`src/rtl/mcu_pkg.sv`:
```
// Shared encodings for the multi-cycle MIPS control unit: states, instruction
// classes, opcode/funct values, ALU operation codes and datapath select codes.
package mcu_pkg;

  typedef enum logic [2:0] {S_FETCH, S_DECODE, S_EXEC, S_MEM, S_WB} state_e;

  typedef enum logic [2:0] {
    C_JUMP, C_BRANCH, C_LOAD, C_STORE, C_ALU_R, C_ALU_I, C_ILLEGAL
  } iclass_e;

  localparam logic [5:0] OP_RTYPE = 6'h00, OP_J    = 6'h02, OP_JAL  = 6'h03;
  localparam logic [5:0] OP_BEQ   = 6'h04, OP_BNE  = 6'h05, OP_ADDI = 6'h08;
  localparam logic [5:0] OP_ADDIU = 6'h09, OP_SLTI = 6'h0A, OP_ANDI = 6'h0C;
  localparam logic [5:0] OP_ORI   = 6'h0D, OP_XORI = 6'h0E, OP_LUI  = 6'h0F;
  localparam logic [5:0] OP_LW    = 6'h23, OP_SW   = 6'h2B;

  localparam logic [5:0] FN_SLL  = 6'h00, FN_SRL  = 6'h02, FN_SRA  = 6'h03;
  localparam logic [5:0] FN_SLLV = 6'h04, FN_SRLV = 6'h06, FN_SRAV = 6'h07;
  localparam logic [5:0] FN_JR   = 6'h08, FN_ADD  = 6'h20, FN_ADDU = 6'h21;
  localparam logic [5:0] FN_SUB  = 6'h22, FN_SUBU = 6'h23, FN_AND  = 6'h24;
  localparam logic [5:0] FN_OR   = 6'h25, FN_XOR  = 6'h26, FN_NOR  = 6'h27;
  localparam logic [5:0] FN_SLT  = 6'h2A, FN_SLTU = 6'h2B;

  localparam logic [3:0] ALU_AND  = 4'b0000, ALU_OR  = 4'b0001, ALU_ADD   = 4'b0010;
  localparam logic [3:0] ALU_LUI  = 4'b0011, ALU_SLTU = 4'b0100, ALU_SLL = 4'b0101;
  localparam logic [3:0] ALU_SUB  = 4'b0110, ALU_SLT = 4'b0111, ALU_NOR   = 4'b1000;
  localparam logic [3:0] ALU_XOR  = 4'b1001, ALU_SRL = 4'b1010, ALU_SRA   = 4'b1011;
  localparam logic [3:0] ALU_PASSA = 4'b1100;

  localparam logic [1:0] PC_SEQ = 2'b00, PC_JUMP = 2'b01, PC_ALUOUT = 2'b10;
  localparam logic [1:0] SA_PC = 2'b00, SA_RS = 2'b01, SA_SHAMT = 2'b10;
  localparam logic [1:0] SB_RT = 2'b00, SB_FOUR = 2'b01, SB_IMM = 2'b10, SB_IMM_SH2 = 2'b11;
  localparam logic [1:0] RD_RT = 2'b00, RD_RD = 2'b01, RD_R31 = 2'b10;

  typedef struct packed {
    iclass_e    cls;
    logic [3:0] aluop;
    logic [1:0] src_a;
    logic [1:0] src_b;
    logic       zext;
    logic       link;
    logic       jreg;
    logic       bne;
  } dec_t;

endpackage

```
`src/rtl/mcu_decode.sv`:
```
// Combinational instruction decoder: classifies op/func and picks the EXEC-stage
// ALU operation and operand selects. Extended-group encodings are illegal when EXT_EN=0.
module mcu_decode import mcu_pkg::*; #(
  parameter bit EXT_EN = 1'b1
) (
  input  logic [5:0] i_op,
  input  logic [5:0] i_func,
  output dec_t       o_dec
);

  logic w_ext;

  always_comb begin
    w_ext       = 1'b0;
    o_dec       = '0;
    o_dec.cls   = C_ILLEGAL;
    o_dec.aluop = ALU_ADD;
    o_dec.src_a = SA_RS;
    o_dec.src_b = SB_RT;
    case (i_op)
      OP_RTYPE: begin
        o_dec.cls = C_ALU_R;
        case (i_func)
          FN_ADDU: o_dec.aluop = ALU_ADD;
          FN_OR:   o_dec.aluop = ALU_OR;
          FN_SLT:  o_dec.aluop = ALU_SLT;
          FN_SLL:  begin o_dec.aluop = ALU_SLL; o_dec.src_a = SA_SHAMT; end
          FN_JR:   begin o_dec.cls = C_JUMP; o_dec.jreg = 1'b1; end
          FN_ADD:  begin o_dec.aluop = ALU_ADD;  w_ext = 1'b1; end
          FN_SUB:  begin o_dec.aluop = ALU_SUB;  w_ext = 1'b1; end
          FN_SUBU: begin o_dec.aluop = ALU_SUB;  w_ext = 1'b1; end
          FN_SLTU: begin o_dec.aluop = ALU_SLTU; w_ext = 1'b1; end
          FN_AND:  begin o_dec.aluop = ALU_AND;  w_ext = 1'b1; end
          FN_NOR:  begin o_dec.aluop = ALU_NOR;  w_ext = 1'b1; end
          FN_XOR:  begin o_dec.aluop = ALU_XOR;  w_ext = 1'b1; end
          FN_SLLV: begin o_dec.aluop = ALU_SLL;  w_ext = 1'b1; end
          FN_SRLV: begin o_dec.aluop = ALU_SRL;  w_ext = 1'b1; end
          FN_SRAV: begin o_dec.aluop = ALU_SRA;  w_ext = 1'b1; end
          FN_SRL:  begin o_dec.aluop = ALU_SRL; o_dec.src_a = SA_SHAMT; w_ext = 1'b1; end
          FN_SRA:  begin o_dec.aluop = ALU_SRA; o_dec.src_a = SA_SHAMT; w_ext = 1'b1; end
          default: o_dec.cls = C_ILLEGAL;
        endcase
      end
      OP_J:     o_dec.cls = C_JUMP;
      OP_JAL:   begin o_dec.cls = C_JUMP; o_dec.link = 1'b1; end
      OP_BEQ:   begin o_dec.cls = C_BRANCH; o_dec.aluop = ALU_SUB; end
      OP_BNE:   begin o_dec.cls = C_BRANCH; o_dec.aluop = ALU_SUB; o_dec.bne = 1'b1; end
      OP_LW:    begin o_dec.cls = C_LOAD;  o_dec.src_b = SB_IMM; end
      OP_SW:    begin o_dec.cls = C_STORE; o_dec.src_b = SB_IMM; end
      OP_ADDIU: begin o_dec.cls = C_ALU_I; o_dec.src_b = SB_IMM; end
      OP_SLTI:  begin o_dec.cls = C_ALU_I; o_dec.src_b = SB_IMM; o_dec.aluop = ALU_SLT; end
      OP_LUI:   begin o_dec.cls = C_ALU_I; o_dec.src_b = SB_IMM; o_dec.aluop = ALU_LUI; end
      OP_ADDI:  begin o_dec.cls = C_ALU_I; o_dec.src_b = SB_IMM; w_ext = 1'b1; end
      OP_ANDI:  begin
        o_dec.cls = C_ALU_I; o_dec.src_b = SB_IMM; o_dec.aluop = ALU_AND;
        o_dec.zext = 1'b1; w_ext = 1'b1;
      end
      OP_ORI:   begin
        o_dec.cls = C_ALU_I; o_dec.src_b = SB_IMM; o_dec.aluop = ALU_OR;
        o_dec.zext = 1'b1; w_ext = 1'b1;
      end
      OP_XORI:  begin
        o_dec.cls = C_ALU_I; o_dec.src_b = SB_IMM; o_dec.aluop = ALU_XOR;
        o_dec.zext = 1'b1; w_ext = 1'b1;
      end
      default:  o_dec.cls = C_ILLEGAL;
    endcase
    if (w_ext && !EXT_EN) o_dec.cls = C_ILLEGAL;
  end

endmodule

```
`src/rtl/multicycle_control_unit.sv`:
```
// Multi-cycle MIPS control FSM with memory ready/timeout handling and retire counter.
// States: FETCH ifetch wait | DECODE jumps, illegal | EXEC alu/branch/addr | MEM data wait | WB reg write
module multicycle_control_unit import mcu_pkg::*; #(
  parameter bit EXT_EN  = 1'b1,
  parameter int TIMEOUT = 16,
  parameter int CNT_W   = 32
) (
  input  logic             clk,
  input  logic             rst,
  input  logic [5:0]       op,
  input  logic [5:0]       func,
  input  logic             zero,
  input  logic             mem_ready,
  output logic             MemEn,
  output logic             IorD,
  output logic             IRWrite,
  output logic             PCWrite,
  output logic [1:0]       PCSrc,
  output logic             JSrc,
  output logic [1:0]       ALUSrcA,
  output logic [1:0]       ALUSrcB,
  output logic             ZeroExt,
  output logic [3:0]       ALUop,
  output logic [1:0]       RegDst,
  output logic             MemToReg,
  output logic [3:0]       RegWrite,
  output logic [3:0]       MemWrite,
  output logic             inst_done,
  output logic             illegal,
  output logic             mem_err,
  output logic [CNT_W-1:0] inst_count
);

  localparam logic [7:0] TO_LAST = 8'(TIMEOUT - 1);

  state_e           r_state, w_next;
  logic [7:0]       r_wait;
  logic [CNT_W-1:0] r_count;
  dec_t             w_dec;
  logic             w_waiting, w_timeout;

  mcu_decode #(.EXT_EN(EXT_EN)) u_decode (
    .i_op   (op),
    .i_func (func),
    .o_dec  (w_dec)
  );

  assign w_waiting  = (r_state == S_FETCH) || (r_state == S_MEM);
  assign w_timeout  = w_waiting && !mem_ready && (r_wait == TO_LAST);
  assign inst_count = r_count;

  always_ff @(posedge clk or posedge rst) begin
    if (rst) r_state <= S_FETCH;
    else     r_state <= w_next;
  end

  // Any state change, completion or abort restarts the wait count.
  always_ff @(posedge clk or posedge rst) begin
    if (rst)                                           r_wait <= '0;
    else if (w_next != r_state || mem_ready || w_timeout) r_wait <= '0;
    else if (w_waiting)                                r_wait <= r_wait + 8'd1;
  end

  always_ff @(posedge clk or posedge rst) begin
    if (rst)            r_count <= '0;
    else if (inst_done) r_count <= r_count + 1'b1;
  end

  always_comb begin
    w_next    = r_state;
    MemEn     = 1'b0;
    IorD      = 1'b0;
    IRWrite   = 1'b0;
    PCWrite   = 1'b0;
    PCSrc     = PC_SEQ;
    JSrc      = 1'b0;
    ALUSrcA   = SA_PC;
    ALUSrcB   = SB_RT;
    ZeroExt   = 1'b0;
    ALUop     = ALU_AND;
    RegDst    = RD_RT;
    MemToReg  = 1'b0;
    RegWrite  = 4'h0;
    MemWrite  = 4'h0;
    inst_done = 1'b0;
    illegal   = 1'b0;
    mem_err   = 1'b0;
    if (!rst) begin
      case (r_state)
        S_FETCH: begin
          if (w_timeout) begin
            mem_err = 1'b1;
          end else begin
            MemEn = 1'b1;
            if (mem_ready) begin
              IRWrite = 1'b1;
              PCWrite = 1'b1;
              ALUSrcB = SB_FOUR;
              ALUop   = ALU_ADD;
              w_next  = S_DECODE;
            end
          end
        end
        S_DECODE: begin
          ALUSrcB = SB_IMM_SH2;
          ALUop   = ALU_ADD;
          case (w_dec.cls)
            C_JUMP: begin
              PCWrite   = 1'b1;
              PCSrc     = PC_JUMP;
              JSrc      = w_dec.jreg;
              inst_done = 1'b1;
              w_next    = S_FETCH;
              if (w_dec.link) begin
                RegWrite = 4'hF;
                RegDst   = RD_R31;
                ALUSrcB  = SB_RT;
                ALUop    = ALU_PASSA;
              end
            end
            C_ILLEGAL: begin
              illegal = 1'b1;
              w_next  = S_FETCH;
            end
            default: w_next = S_EXEC;
          endcase
        end
        S_EXEC: begin
          ALUSrcA = w_dec.src_a;
          ALUSrcB = w_dec.src_b;
          ALUop   = w_dec.aluop;
          ZeroExt = w_dec.zext;
          case (w_dec.cls)
            C_BRANCH: begin
              if (zero ^ w_dec.bne) begin
                PCWrite = 1'b1;
                PCSrc   = PC_ALUOUT;
              end
              inst_done = 1'b1;
              w_next    = S_FETCH;
            end
            C_LOAD, C_STORE: w_next = S_MEM;
            default:         w_next = S_WB;
          endcase
        end
        S_MEM: begin
          if (w_timeout) begin
            mem_err = 1'b1;
            w_next  = S_FETCH;
          end else begin
            MemEn    = 1'b1;
            IorD     = 1'b1;
            MemWrite = (w_dec.cls == C_STORE) ? 4'hF : 4'h0;
            if (mem_ready) begin
              if (w_dec.cls == C_LOAD) begin
                w_next = S_WB;
              end else begin
                inst_done = 1'b1;
                w_next    = S_FETCH;
              end
            end
          end
        end
        S_WB: begin
          RegWrite  = 4'hF;
          RegDst    = (w_dec.cls == C_ALU_R) ? RD_RD : RD_RT;
          MemToReg  = (w_dec.cls == C_LOAD);
          inst_done = 1'b1;
          w_next    = S_FETCH;
        end
        default: w_next = S_FETCH;
      endcase
    end
  end

endmodule
```
`config.mk`:
```
export PLATFORM = sky130hd
export DESIGN_NAME = multicycle_control_unit
export DESIGN_NICKNAME = d
export VERILOG_FILES = /design/src/rtl/mcu_pkg.sv /design/src/rtl/mcu_decode.sv /design/src/rtl/multicycle_control_unit.sv
export SDC_FILE = /design/constraint.sdc
export NUM_CORES = 1
export LEC_CHECK = 0
export ABC_AREA = 1
export BUFFER_PORTS_ARGS = -buffer_cell sky130_fd_sc_hd__buf_2
export CORE_ASPECT_RATIO = 1.1
export CORE_MARGIN = 3
export CORE_UTILIZATION = 25
export DETAILED_ROUTE_END_ITERATION = 12
export PLACE_DENSITY = 0.41
export SYNTH_ARGS = -nofsm -noshare
export SYNTH_HDL_FRONTEND = slang
export SYNTH_SLANG_ARGS = --single-unit
```
`constraint.sdc`:
```
create_clock -name clk -period 5.48 [get_ports clk]
set_input_delay 0.548 -clock clk [delete_from_list [all_inputs] [get_ports clk]]
set_output_delay 0.548 -clock clk [all_outputs]
set_load 0.05 [all_outputs]
```
==> summary.txt <==
Drt
  – Residual DRC: 0
  – Initial DRC Count: approximately 250
  – Post-route ant nets: 0
  – WL final: roughly 10,000 um
  – Vias per cell: 4.55
  – Pre-antenna DRT Iters: 6
  – Wire per inst: around 13 um
  – Via count: between 3,000 and 4,000

Yosys
  – Most frequent cell after synthesis: nand2_1
  – Cell area after synthesis: between 3000 and 4000 um^2
  – Ys async rst share: between 90% and 100%
  – Share of the synthesized area in the top cell type: a little under a third
  – Top cells by area, synth: dfrtp_1 31%, nand2_1 16%, nor2_1 7.5%
  – Syn Area/Cell: 6.68 um^2
  – Post-synthesis sequential area ratio: 31.3%
  – Post-Syn Instances: between 500 and 600
  – Syn. warnings: 0
  – Main flop type after synthesis: dfrtp_1
  – Syn_nets: between 500 and 600
  – EDFF count, synth: 0
  – Distinct cells, synth: 37
  – Synth cell count leaders: 150 x nand2_1, 69 x nor2_1, 48 x nand3_1, 43 x dfrtp_1, 41 x inv_1
  – #FFs+latches synth: 43
  – Yosys top cell by area: dfrtp_1

Global routing
  – First-pass GRT wire length: 17,100 um
  – Initial antenna violation count: 0
  – Global route overflow: 0
  – Met1 usage: 18.4%
  – Met3 global-route usage: between 2 and 3%
  – Vias in the first global route: approximately 3,300
  – Met2 usage: roughly 22%
  – Gr busiest metal: met2
  – Overall routing resource usage: between 10% and 20%
  – Largest net degree at the start of global routing: 84

Floorplan
  – Die width: approximately 120 um
  – IO Count: 78
  – Initial Util: about a quarter
  – Core area: around 13,000 um^2
  – Row Count: 44
  – Die H: approximately 130 um
  – Die area: roughly 15,000 um^2

Clock network
  – Longest Clk Path Bufs: 2
  – CTS tree: yes
  – CTS Buf Count: 5
  – Root buffer cell: clkbuf_16
  – Cts hold-fix bufs: 0
  – Worst-skew pair later-pin latency: roughly 0.28 ns
  – Worst-path clk slew: around 0.060 ns
  – H-tree depth: 2
  – Sink Count: between 40 and 50
  – Post-CTS sizing: 0
  – Postcts setup bufs: 0

STA
  – Final setup violation count: 0
  – RSZ-0062 raised after global routing: false
  – Hold WS: between 0.5 and 0.6 ns
  – Slew @ Worst Pin: about 0.92 ns
  – FMAX: approximately 0.31 GHz
  – Layout Skew: around 0.0073 ns
  – Setup TNS: 0 ns
  – Slew Limit Fails: 0
  – Slew HR: 38.6%
  – Final critical-path share of the clock period: just under 60%
  – Hold Violations, Final: 0
  – Fin crit period: approximately 3.2 ns

Place
  – Port bufs: 77
  – Final HPWL DP: between 8000 and 9000 um
  – Routability cong.: a little over 0.9
  – Post-placement cell count: roughly 760

Power and ir drop
  – Leakage: between 2 and 2.5 nW
  – Pwr per Cell Area: approximately 220 nW/um^2
  – Peak VDD IR: approximately 0.095 mV
  – Tot Pwr: 0.000878 W

Critical path
  – Worst R2R Start: r_state[1]
  – Stages on worst setup path: 14
  – Critical path required time: about 5 ns
  – Buffers plus inverters on the worst setup path: 4
  – Crit path DAT: 2.65 ns
  – Crit path max-delay family: simple AND/OR/NAND/NOR gates
  – CP max FO: 33
  – Slowest library cell on the worst path: nand2_4
  – Crit. End Element: output pin
  – Critical path class: in -> out
  – Critical Path, Cell by Cell: buf_2 > nor2_4 > nand2_2 > inv_2 > nand2_4 > nor2_2 > nand4_2 > nand2_2 > nor2_2 > nand3_2 > nand3_4 > nand2_4 > inv_1 > buf_2
  – FF-to-FF path depth: 9
  – Critical path launch point type: input port
  – CP Launch Point: op[5]
  – Slowest stage delay, CP: around 0.43 ns

Final layout
  – Nets: 600
  – Share of cells above drive strength 1: between 10% and 20%
  – # fillers: between 1,500 and 2,000
  – Fin util: a little under a third
  – Non-filler instance count after layout: approximately 770
  – Layout area overhead: 18.8%
  – ANT cells: 0

Run
  – Max-cap violations: 0

Status
  – Status: finished clean

Hold path
  – Min-delay src: inst_count[31]
  – Worst hold path class: reg -> reg
  – Hold Crit Depth: 2
## state kept, by name (all words and copies together), names as in the netlist
name and cells:
inst_count 32, r_wait 8, r_state 3
## kinds of logic after synthesis
| group | synth area share [%] |
|---|---|
| AO/OA/AOI/OAI | 5.25 |
| XOR/XNOR | 9.69 |
| adder cells (fa/ha/maj) | 0.728 |
| buffers and inverters | 8.60 |
| flip-flops | 31.3 |
| multiplexers | 0.291 |
| AND/OR/NAND/NOR | 44.1 |
## worst register-to-register path, delay by kind of cell (launching register included)
family / cells / cell delay, ns
flip-flops: 1 / 0.42
AND/OR/NAND/NOR: 6 / 1.39
buffers and inverters: 3 / 0.32
## power breakdown
group          switching [W]  internal [W]  total, W
Sequential         0.0000249      0.000334  0.000359
Clock               0.000117      0.000169  0.000285
Combinational       0.000179     0.0000558  0.000234
## through the flow
stage | area (um^2) | worst slack (ns)
after detailed placement | 3940 | 2.25
final | 4080 | 2.29
after global placement | 3940 | 2.25
after CTS | 4080 | 2.25
after global routing | 4080 | 1.96
after floorplan | 3430 | 0.716
## cell type report
cell class	count	area, um^2	area share (%)
Clock buffer	7	133	3.25
Clock inverter	1	5.00	0.123
Inverter	48	180	4.42
Multi-Input combinational cell	406	2060	50.6
Sequential cell	43	1080	26.4
Tap cell	184	230	5.64
Timing Repair Buffer	78	393	9.63
## final timing paths
path / to / slack [ns]
max: inst_done / 2.29
min: inst_count[31] / 0.53
max reg2reg: inst_count[12] / 3.25
min reg2reg: inst_count[31] / 0.53
max in group asynchronous: inst_count[1] / 4.17
min in group asynchronous: r_state[2] / 0.71
## per-layer routing
layer / wire, um / vias to the layer above / share of wire, %
met3: 516 / 2 / 5.1
met5: 0 / - / 0
met4: 43 / 0 / 0.42
met2: 4750 / 81 / 47
met1: 4820 / 1601 / 48
li1: - / 1809 / -
## placed cells by master, fill, tap and decap left out, types with 10 or more instances in the layout
master	netlist	routed
nand2_1	150	150
buf_2	2	77
nor2_1	69	69
nand3_1	48	48
dfrtp_1	43	43
inv_1	41	41
xor2_1	26	26
nor3_1	17	17
nand4_1	15	15
o21ai_0	13	13
nor4_1	13	13
xnor2_1	12	12
a21oi_1	10	10
(Power assumes the default switching activity.)
